$ cat src/rtl/mul_div_sequencer_if.sv
// rtl/mul_div_sequencer_if.sv - handshake and strobe bundle between controller, sequencer and DataPath.
// SEQ_SINGLE_STEP_EN adds the step input.
interface mul_div_sequencer_if;
    logic        start;
    logic        mem_ready;
    logic [31:0] ir_in;
`ifdef SEQ_SINGLE_STEP_EN
    logic        step;
`endif
    logic        s_PC;
    logic        s_Zlow;
    logic        s_Zhigh;
    logic        s_MDR;
    logic [15:0] s_R;
    logic        e_MAR;
    logic        e_Z;
    logic        e_PC;
    logic        e_MDR;
    logic        e_IR;
    logic        e_Y;
    logic        e_HI;
    logic        e_LO;
    logic        e_alu;
    logic        w_IncPC;
    logic        w_read;
    logic [5:0]  opcode;
    logic        busy;
    logic        done;
    logic        illegal;

    modport slave (
        input  start, mem_ready, ir_in,
`ifdef SEQ_SINGLE_STEP_EN
        input  step,
`endif
        output s_PC, s_Zlow, s_Zhigh, s_MDR, s_R,
        output e_MAR, e_Z, e_PC, e_MDR, e_IR, e_Y, e_HI, e_LO, e_alu,
        output w_IncPC, w_read, opcode, busy, done, illegal
    );

    modport master (
        output start, mem_ready, ir_in,
`ifdef SEQ_SINGLE_STEP_EN
        output step,
`endif
        input  s_PC, s_Zlow, s_Zhigh, s_MDR, s_R,
        input  e_MAR, e_Z, e_PC, e_MDR, e_IR, e_Y, e_HI, e_LO, e_alu,
        input  w_IncPC, w_read, opcode, busy, done, illegal
    );
endinterface

$ cat src/rtl/mul_div_sequencer.sv
// rtl/mul_div_sequencer.sv - hardwired T0-T6 fetch/execute strobe sequencer for mul/div.
// Optional single-step gating under SEQ_SINGLE_STEP_EN.
module mul_div_sequencer #(
    parameter int         ALU_CYCLES = 1,
    parameter logic [4:0] MUL_OP     = 5'b00101,
    parameter logic [4:0] DIV_OP     = 5'b00110
) (
    input logic                w_clock,
    input logic                w_clear_n,
    mul_div_sequencer_if.slave bus
);
    typedef enum logic [3:0] {
        IDLE = 4'd0,
        T0   = 4'd1,
        T1   = 4'd2,
        T2   = 4'd3,
        T3   = 4'd4,
        T4   = 4'd5,
        T5   = 4'd6,
        T6   = 4'd7,
        DONE = 4'd8
    } state_t;

    localparam logic [4:0] CNT_LOAD = 5'(ALU_CYCLES - 1);

    state_t     state;
    state_t     state_next;
    logic [4:0] cnt;
    logic       first_q;
    logic       illegal_q;
    logic       ready;
    logic       legal;
    logic       step_ok;
    logic       fire;
    logic       unused_ir;

    assign legal     = (bus.ir_in[31:27] == MUL_OP) || (bus.ir_in[31:27] == DIV_OP);
    assign unused_ir = ^bus.ir_in[18:0];

`ifdef SEQ_SINGLE_STEP_EN
    logic held_q;
    assign step_ok = bus.step;
    // Load enables fire once; a state stretched only by step must not reload its register.
    assign fire    = !held_q;

    always_ff @(posedge w_clock or negedge w_clear_n) begin
        if (!w_clear_n) begin
            held_q <= 1'b0;
        end else begin
            held_q <= (state != IDLE) && ready && !bus.step;
        end
    end
`else
    assign step_ok = 1'b1;
    assign fire    = 1'b1;
`endif

    always_ff @(posedge w_clock or negedge w_clear_n) begin
        if (!w_clear_n) begin
            state     <= IDLE;
            cnt       <= '0;
            first_q   <= 1'b0;
            illegal_q <= 1'b0;
        end else begin
            state     <= state_next;
            first_q   <= (state_next != state);
            illegal_q <= (state == T3) && (state_next == IDLE);
            if ((state == T3) && (state_next == T4)) begin
                cnt <= CNT_LOAD;
            end else if ((state == T4) && (cnt != '0)) begin
                cnt <= cnt - 5'd1;
            end
        end
    end

    // ready is the natural exit condition of each state, before step gating.
    always_comb begin
        ready      = 1'b1;
        state_next = state;
        case (state)
            T1:      ready = bus.mem_ready;
            T4:      ready = (cnt == '0);
            default: ready = 1'b1;
        endcase
        case (state)
            IDLE: if (bus.start)        state_next = T0;
            T0:   if (ready && step_ok) state_next = T1;
            T1:   if (ready && step_ok) state_next = T2;
            T2:   if (ready && step_ok) state_next = T3;
            T3:   if (ready && step_ok) state_next = legal ? T4 : IDLE;
            T4:   if (ready && step_ok) state_next = T5;
            T5:   if (ready && step_ok) state_next = T6;
            T6:   if (ready && step_ok) state_next = DONE;
            DONE: if (ready && step_ok) state_next = IDLE;
            default:                    state_next = IDLE;
        endcase
    end

    always_comb begin
        bus.s_PC    = 1'b0;
        bus.s_Zlow  = 1'b0;
        bus.s_Zhigh = 1'b0;
        bus.s_MDR   = 1'b0;
        bus.s_R     = '0;
        bus.e_MAR   = 1'b0;
        bus.e_Z     = 1'b0;
        bus.e_PC    = 1'b0;
        bus.e_MDR   = 1'b0;
        bus.e_IR    = 1'b0;
        bus.e_Y     = 1'b0;
        bus.e_HI    = 1'b0;
        bus.e_LO    = 1'b0;
        bus.e_alu   = 1'b0;
        bus.w_IncPC = 1'b0;
        bus.w_read  = 1'b0;
        bus.opcode  = '0;
        bus.busy    = (state != IDLE);
        bus.done    = 1'b0;
        bus.illegal = 1'b0;
        case (state)
            IDLE: bus.illegal = illegal_q;
            T0: begin
                bus.s_PC    = 1'b1;
                bus.e_MAR   = fire;
                bus.w_IncPC = 1'b1;
                bus.e_Z     = fire;
            end
            T1: begin
                bus.s_Zlow  = 1'b1;
                bus.e_PC    = first_q;
                bus.w_read  = 1'b1;
                bus.e_MDR   = 1'b1;
            end
            T2: begin
                bus.s_MDR   = 1'b1;
                bus.e_IR    = fire;
            end
            T3: begin
                if (legal) begin
                    bus.s_R = 16'd1 << bus.ir_in[26:23];
                    bus.e_Y = fire;
                end
            end
            T4: begin
                bus.s_R     = 16'd1 << bus.ir_in[22:19];
                bus.e_alu   = 1'b1;
                bus.e_Z     = fire;
                bus.opcode  = {1'b0, bus.ir_in[31:27]};
            end
            T5: begin
                bus.s_Zlow  = 1'b1;
                bus.e_LO    = fire;
                bus.opcode  = {1'b0, bus.ir_in[31:27]};
            end
            T6: begin
                bus.s_Zhigh = 1'b1;
                bus.e_HI    = fire;
                bus.opcode  = {1'b0, bus.ir_in[31:27]};
            end
            DONE: bus.done = 1'b1;
            default: ;
        endcase
    end
endmodule

$ cat src/flat_wrapper.sv
// flat-port wrapper written by rule: the top's interface ports become plain ports
module mul_div_sequencer_flat 
#(
    parameter int         ALU_CYCLES = 1,
    parameter logic [4:0] MUL_OP     = 5'b00101,
    parameter logic [4:0] DIV_OP     = 5'b00110
)
  (w_clock, w_clear_n, bus_start, bus_mem_ready, bus_ir_in, bus_s_PC, bus_s_Zlow, bus_s_Zhigh, bus_s_MDR, bus_s_R, bus_e_MAR, bus_e_Z, bus_e_PC, bus_e_MDR, bus_e_IR, bus_e_Y, bus_e_HI, bus_e_LO, bus_e_alu, bus_w_IncPC, bus_w_read, bus_opcode, bus_busy, bus_done, bus_illegal);
  mul_div_sequencer_if bus_i ();
  input logic w_clock;
  input logic w_clear_n;
  input wire logic [$bits(bus_i.start)-1:0] bus_start;
  input wire logic [$bits(bus_i.mem_ready)-1:0] bus_mem_ready;
  input wire logic [$bits(bus_i.ir_in)-1:0] bus_ir_in;
  output wire logic [$bits(bus_i.s_PC)-1:0] bus_s_PC;
  output wire logic [$bits(bus_i.s_Zlow)-1:0] bus_s_Zlow;
  output wire logic [$bits(bus_i.s_Zhigh)-1:0] bus_s_Zhigh;
  output wire logic [$bits(bus_i.s_MDR)-1:0] bus_s_MDR;
  output wire logic [$bits(bus_i.s_R)-1:0] bus_s_R;
  output wire logic [$bits(bus_i.e_MAR)-1:0] bus_e_MAR;
  output wire logic [$bits(bus_i.e_Z)-1:0] bus_e_Z;
  output wire logic [$bits(bus_i.e_PC)-1:0] bus_e_PC;
  output wire logic [$bits(bus_i.e_MDR)-1:0] bus_e_MDR;
  output wire logic [$bits(bus_i.e_IR)-1:0] bus_e_IR;
  output wire logic [$bits(bus_i.e_Y)-1:0] bus_e_Y;
  output wire logic [$bits(bus_i.e_HI)-1:0] bus_e_HI;
  output wire logic [$bits(bus_i.e_LO)-1:0] bus_e_LO;
  output wire logic [$bits(bus_i.e_alu)-1:0] bus_e_alu;
  output wire logic [$bits(bus_i.w_IncPC)-1:0] bus_w_IncPC;
  output wire logic [$bits(bus_i.w_read)-1:0] bus_w_read;
  output wire logic [$bits(bus_i.opcode)-1:0] bus_opcode;
  output wire logic [$bits(bus_i.busy)-1:0] bus_busy;
  output wire logic [$bits(bus_i.done)-1:0] bus_done;
  output wire logic [$bits(bus_i.illegal)-1:0] bus_illegal;
  assign bus_i.start = bus_start;
  assign bus_i.mem_ready = bus_mem_ready;
  assign bus_i.ir_in = bus_ir_in;
  assign bus_s_PC = bus_i.s_PC;
  assign bus_s_Zlow = bus_i.s_Zlow;
  assign bus_s_Zhigh = bus_i.s_Zhigh;
  assign bus_s_MDR = bus_i.s_MDR;
  assign bus_s_R = bus_i.s_R;
  assign bus_e_MAR = bus_i.e_MAR;
  assign bus_e_Z = bus_i.e_Z;
  assign bus_e_PC = bus_i.e_PC;
  assign bus_e_MDR = bus_i.e_MDR;
  assign bus_e_IR = bus_i.e_IR;
  assign bus_e_Y = bus_i.e_Y;
  assign bus_e_HI = bus_i.e_HI;
  assign bus_e_LO = bus_i.e_LO;
  assign bus_e_alu = bus_i.e_alu;
  assign bus_w_IncPC = bus_i.w_IncPC;
  assign bus_w_read = bus_i.w_read;
  assign bus_opcode = bus_i.opcode;
  assign bus_busy = bus_i.busy;
  assign bus_done = bus_i.done;
  assign bus_illegal = bus_i.illegal;
  mul_div_sequencer #(.ALU_CYCLES(ALU_CYCLES), .MUL_OP(MUL_OP), .DIV_OP(DIV_OP)) u_core (.w_clock(w_clock), .w_clear_n(w_clear_n), .bus(bus_i));
endmodule
$ cat config.mk
export PLATFORM = sky130hd
export DESIGN_NAME = mul_div_sequencer_flat
export DESIGN_NICKNAME = d
export VERILOG_FILES = /design/src/rtl/mul_div_sequencer_if.sv /design/src/rtl/mul_div_sequencer.sv /design/src/flat_wrapper.sv
export SDC_FILE = /design/constraint.sdc
export NUM_CORES = 1
export LEC_CHECK = 0
export CAP_MARGIN = 30
export CORE_UTILIZATION = 31
export DETAILED_ROUTE_END_ITERATION = 12
export PLACE_DENSITY = 0.76
export SETUP_SLACK_MARGIN = 0.5
export SLEW_MARGIN = 20
export SYNTH_ARGS = -nofsm -noshare
export SYNTH_HDL_FRONTEND = slang
export SYNTH_SLANG_ARGS = --single-unit
$ cat constraint.sdc
create_clock -name w_clock -period 1.8 [get_ports w_clock]
set_input_delay 0.27 -clock w_clock [delete_from_list [all_inputs] [get_ports w_clock]]
set_output_delay 0.27 -clock w_clock [all_outputs]
set_load 0.005 [all_outputs]
# == Word level (Yosys, flattened, before mapping) ==
# Cells that the tools add are included.
# op_classes
shift,2
n_reduce_logical,13
n_eq_ne,12
div_mod_pow,0
n_mul,0
mux,30
magnitude_cmp,0
n_bitwise,0
n_addsub,1
# op_table
operator,n
2-to-1 mux 4 bit,9
one-hot mux 4 bit (9 select lines),1
one-hot mux 16 bit (2 select lines),1
"left shift 1 x 4 -> 16 bit, first input constant",2
"== test 4 x 3 -> 1 bit, second input constant",5
2-to-1 mux 16 bit,1
2-to-1 mux 5 bit,3
2-to-1 mux 1 bit,13
"== test 5 x 3 -> 1 bit, second input constant",2
"== test 4 x 2 -> 1 bit, second input constant",2
logical NOT 4 bit,2
logical NOT 5 bit,1
nonzero test 5 bit,1
"subtractor 5 x 1 -> 5 bit, second input constant",1
"== test 4 x 1 -> 1 bit, second input constant",1
"== test 4 bit, second input constant",1
!= test 4 bit,1
nonzero test 4 bit,1
OR reduction 2 bit,2
logical AND 1 bit,3
2-to-1 mux 3 bit,1
OR reduction 3 bit,1
one-hot mux 1 bit (2 select lines),1
nonzero test 2 bit,1
logical OR 1 bit,1
# word_totals
ramBits,0
input_bits,36
ff_bits,11
n_memories,0
latchBits,0
mem_bits_ro,0
out_inout_bits,40
wordCells,62

# == Depth between registers and ports, before layout ==
# depth
word_depth,8
depth_mapped,6
mapped_depth_nobuf,6

# == Worst setup path before layout ==
# No wires, ideal clock.
# synth_path
kind,register to output
start,reg u_core.state[0]
end,out bus_s_R[1]
setup_slack_ns,-0.135
path_buffers,1
arrival_time_ns,1.665
path_stages_with_launch,6
t_required_ns,1.530
cell_sequence,dfrtp_1 > or4b_4 > nor4_4 > buf_6 > nand2_4 > o21ai_2
# synth_between
elab_chain_cells,2
elab_cells_between_ends,3
classes_between,2 x eq/ne; 1 x mux
# synth_rtl
item,line,text
start: declaration,mul_div_sequencer.sv:26,state_t state;
start signal: assignment,mul_div_sequencer.sv:65,state <= state_next;
== test 4 x 3 -> 1 bit,mul_div_sequencer.sv:120,case (state)
one-hot mux 16 bit (2 select lines) (*),mul_div_sequencer.sv:120,
end: declaration,flat_wrapper.sv:19,output wire logic [$bits(bus_i.s_R)-1:0] bus_s_R;
# Mark *: on every way between the ends. The rest lies on a longest branch, timed or not.

# == Worst setup path in the final report ==
# layout_path
start,reg u_core.state[0]
end,out bus_s_R[10]
# Same word-level chain as after synthesis.

==> impl_results.md <==
* Synth warn at 0
* WP buf/inv at 3
* Vias in the first global route at 1388
* Largest net degree at the start of global routing at 14
* CP Depth at 7
* Max-cap violation count at 0
* Post-synthesis net count at 179
* Post-Place Worst Slack at -831 ps
* Flops & latches, synth at 11
* Status: complete, but fails checks
* Placer Congestion at 0.939
* Rel. slew slack at 0.657
* Synth area leader: dfrtp_1
* CP delay by family, top: simple AND/OR/NAND/NOR gates
* Lkg Pwr at 1.09 nW
* Fmax at 406 MHz
* Hold Path Class: in -> async
* Initial Util at 0.336
* Final Max Slew Viols at 0
* Worst R2R Path Depth at 11
* Worst Setup Start Kind: register
* Mapped Area at between 1000 and 1500 sq um
* Clock Skews at 6.41 ps
* Number of port buffers at 55
* Hold Fails Final Rpt at 0
* Die width at roughly 60 um
* Nets@finish at 288
* Sequential share of the synthesized area at 0.262
* PnR worst setup slack at -665 ps
* Die area at 3630 sq um
* Clock Path Buffers at 2
* Total chip power at 3.01 mW
* Setup CP Type: reg -> out
* Final std cells w/o fill at 293
* Layout cells sized above 1 at 0.598
* Final setup fails at 46
* Final min period at 2470 ps
* Post-DP HPWL at between 2 and 2.5 mm
* Post-synthesis adder-cell area fraction at 0.0238
* Congestion Overflow GR at 0
* RSZ-0062 raised after global routing: true
* Clock transition at path regs at ~90 ps
* Core area at 3130 sq um
* Antenna violations before repair at 0
* Io pins at 76
* Cells after DPL at 247
* Cells after Synth at ~140
* Maximum fanout along the worst path at 5
* CTS sink cnt at 11
* Total wire length at 5.24 mm
* Synth Area in Compound Gates at 0.154
* Iteration-0 DRC Markers at roughly 120
* Remaining antenna violation count at 0
* Slowest cell on crit path: or4b_4
* Skew-Pair Late Insertion Delay at about 290 ps
* Pre-Repair DR Iteration Count at 4
* Actual slew at the worst max-slew pin at 513 ps
* All-Layer GR Usage at 0.240
* # diodes at 0
* Max incr delay on CP at 560 ps
* H-Tree Depth at 1
* Most frequent cells in the layout: buf_6 (34), buf_4 (29), buf_2 (28)
* CTS Hold Bufs at 0
* CP Data Arrival Time at approximately 2200 ps
* Via density at 5.37
* Tcrit/Tclk final at 1.37
* DR vias at 1572
* Post-synth top area share at 0.262
* TritonCTS Buffers at 3
* Largest cells by area after synthesis: dfrtp_1 (26%), nor2_1 (6.4%), o21ai_0 (6.2%)
* Row count at 20
* Post-Synth XOR/XNOR Area at 0.0500
* First-pass GRT wire length at 6.38 mm
* Layout overhead on the synthesized area at 120%
* Post-synthesis mux area share at 0
* Failing checks: setup timing
* TritonCTS clock tree: yes
* Worst setup EP type: output port
* Drt drc at 0
* Synth Area in Simple Gates at 0.425
* Root buffer cell: clkbuf_4
* Most common cell after layout, fill and taps aside: buf_6
* Main combinational cell family by area after synthesis: simple AND/OR/NAND/NOR gates
* WL/cell at around 18 um
* CP required at 1530 ps
* Die Height at 60.2 um
* Final core area utilization at 0.740
* Syn avg cell area at 7.45 sq um
* Pwr dens at 1300 nW/um^2
* Synth cell types at 37
* Max VDD drop at 0.000873 V
* Critical path cell sequence: or4b_4 -> nor4_4 -> buf_4 -> nand3b_1 -> buf_6 -> o21ai_2 -> buf_2
## state kept, by name (all words and copies together), names as in the netlist
| name | cells |
|---|---|
| u_core.cnt | 5 |
| u_core.state | 4 |
| u_core.first_q | 1 |
| u_core.illegal_q | 1 |
## synth_stat cells
master / number
a211oi_1: 2
a21oi_1: 1
and2_1: 7
and3_1: 3
buf_1: 1
buf_4: 6
buf_6: 1
clkbuf_1: 3
conb_1: 1
dfrtp_1: 11
ha_1: 2
inv_1: 4
nand2_1: 17
nand2_4: 1
nand2b_1: 6
nand3_1: 8
nand3b_1: 2
nand4_1: 1
nand4bb_1: 1
nor2_1: 18
nor2b_1: 3
nor3_1: 6
nor4_4: 1
nor4b_1: 2
o211ai_1: 1
o21a_1: 1
o21ai_0: 13
o21ai_2: 4
o21ba_2: 1
o2bb2ai_1: 1
o31ai_1: 1
or2_2: 2
or4_1: 1
or4b_2: 1
or4b_4: 1
xnor2_1: 3
xor2_1: 3
## worst register-to-register path, stage by stage, from the launching register on
cell and delay (ps):
dfrtp_1 410, buf_6 130, buf_6 100, buf_6 100, buf_6 110, buf_12 140
buf_6 120, nand2b_4 150, buf_4 150, or4_4 410, o31ai_2 90, o211ai_1 120
## what timing repair did
item	4_1_cts	5_1_grt
pin swaps	28	15
resized for setup	188	54
setup endpoints to repair	49	49
buffers inserted	22	19
hold endpoints to repair	0	0
cloned	1	0
## final cells by class
type | count | area [sq um]
Clock inverter | 1 | 5.00
Clock buffer | 3 | 22.5
Multi-Input combinational cell | 115 | 927
Inverter | 4 | 15.0
Fill cell | 206 | 815
Sequential cell | 11 | 275
Tap cell | 44 | 55.1
Timing Repair Buffer | 115 | 1010
## power breakdown
| group | total [mW] | switching [mW] | internal [mW] |
|---|---|---|---|
| combinational | 2.35 | 1.02 | 1.33 |
| clock | 0.190 | 0.107 | 0.0829 |
| sequential | 0.474 | 0.110 | 0.364 |
| total | 3.01 | 1.24 | 1.78 |
## stage by stage
step / hold slack (ps) / TNS [ps] / cell area [sq um]
2_1_floorplan: -25.6 / -1650 / 1070
3_3_place_gp: 542 / -10500 / 1740
3_5_place_dp: 560 / -12370 / 1740
4_1_cts: 333 / -9980 / 2020
5_1_grt: 344 / -22610 / 2310
6_report: 309 / -19680 / 2310
## final timing paths
kind,end,startpoint,slack (ps)
max in group asynchronous,u_core.cnt[2],w_clear_n,1140
setup reg to reg,u_core.first_q,u_core.state[0],-340
setup / recovery,bus_s_R[10],u_core.state[0],-670
min in group w_clock,u_core.illegal_q,u_core.state[3],600
hold / removal,u_core.cnt[1],w_clear_n,310
hold reg to reg,u_core.illegal_q,u_core.state[3],600
## per-layer routing
layer | GRT usage | vias up | wire, um
met1 | 0.269 | 775 | 1950
met2 | 0.449 | 85 | 2820
met4 | 0.0797 | 0 | 134
met3 | 0.0411 | 14 | 329
met5 | 0 | - | 0
li1 | - | 698 | -
## logic make-up after synthesis
group	after synthesis
xor gates and xnor gates	6
other	1
buffers and inverters	15
DFF	11
and+or+nand+nor	81
adders and majority gates	2
AOI/OAI and AO/OA	25
(Power assumes the default switching activity.)
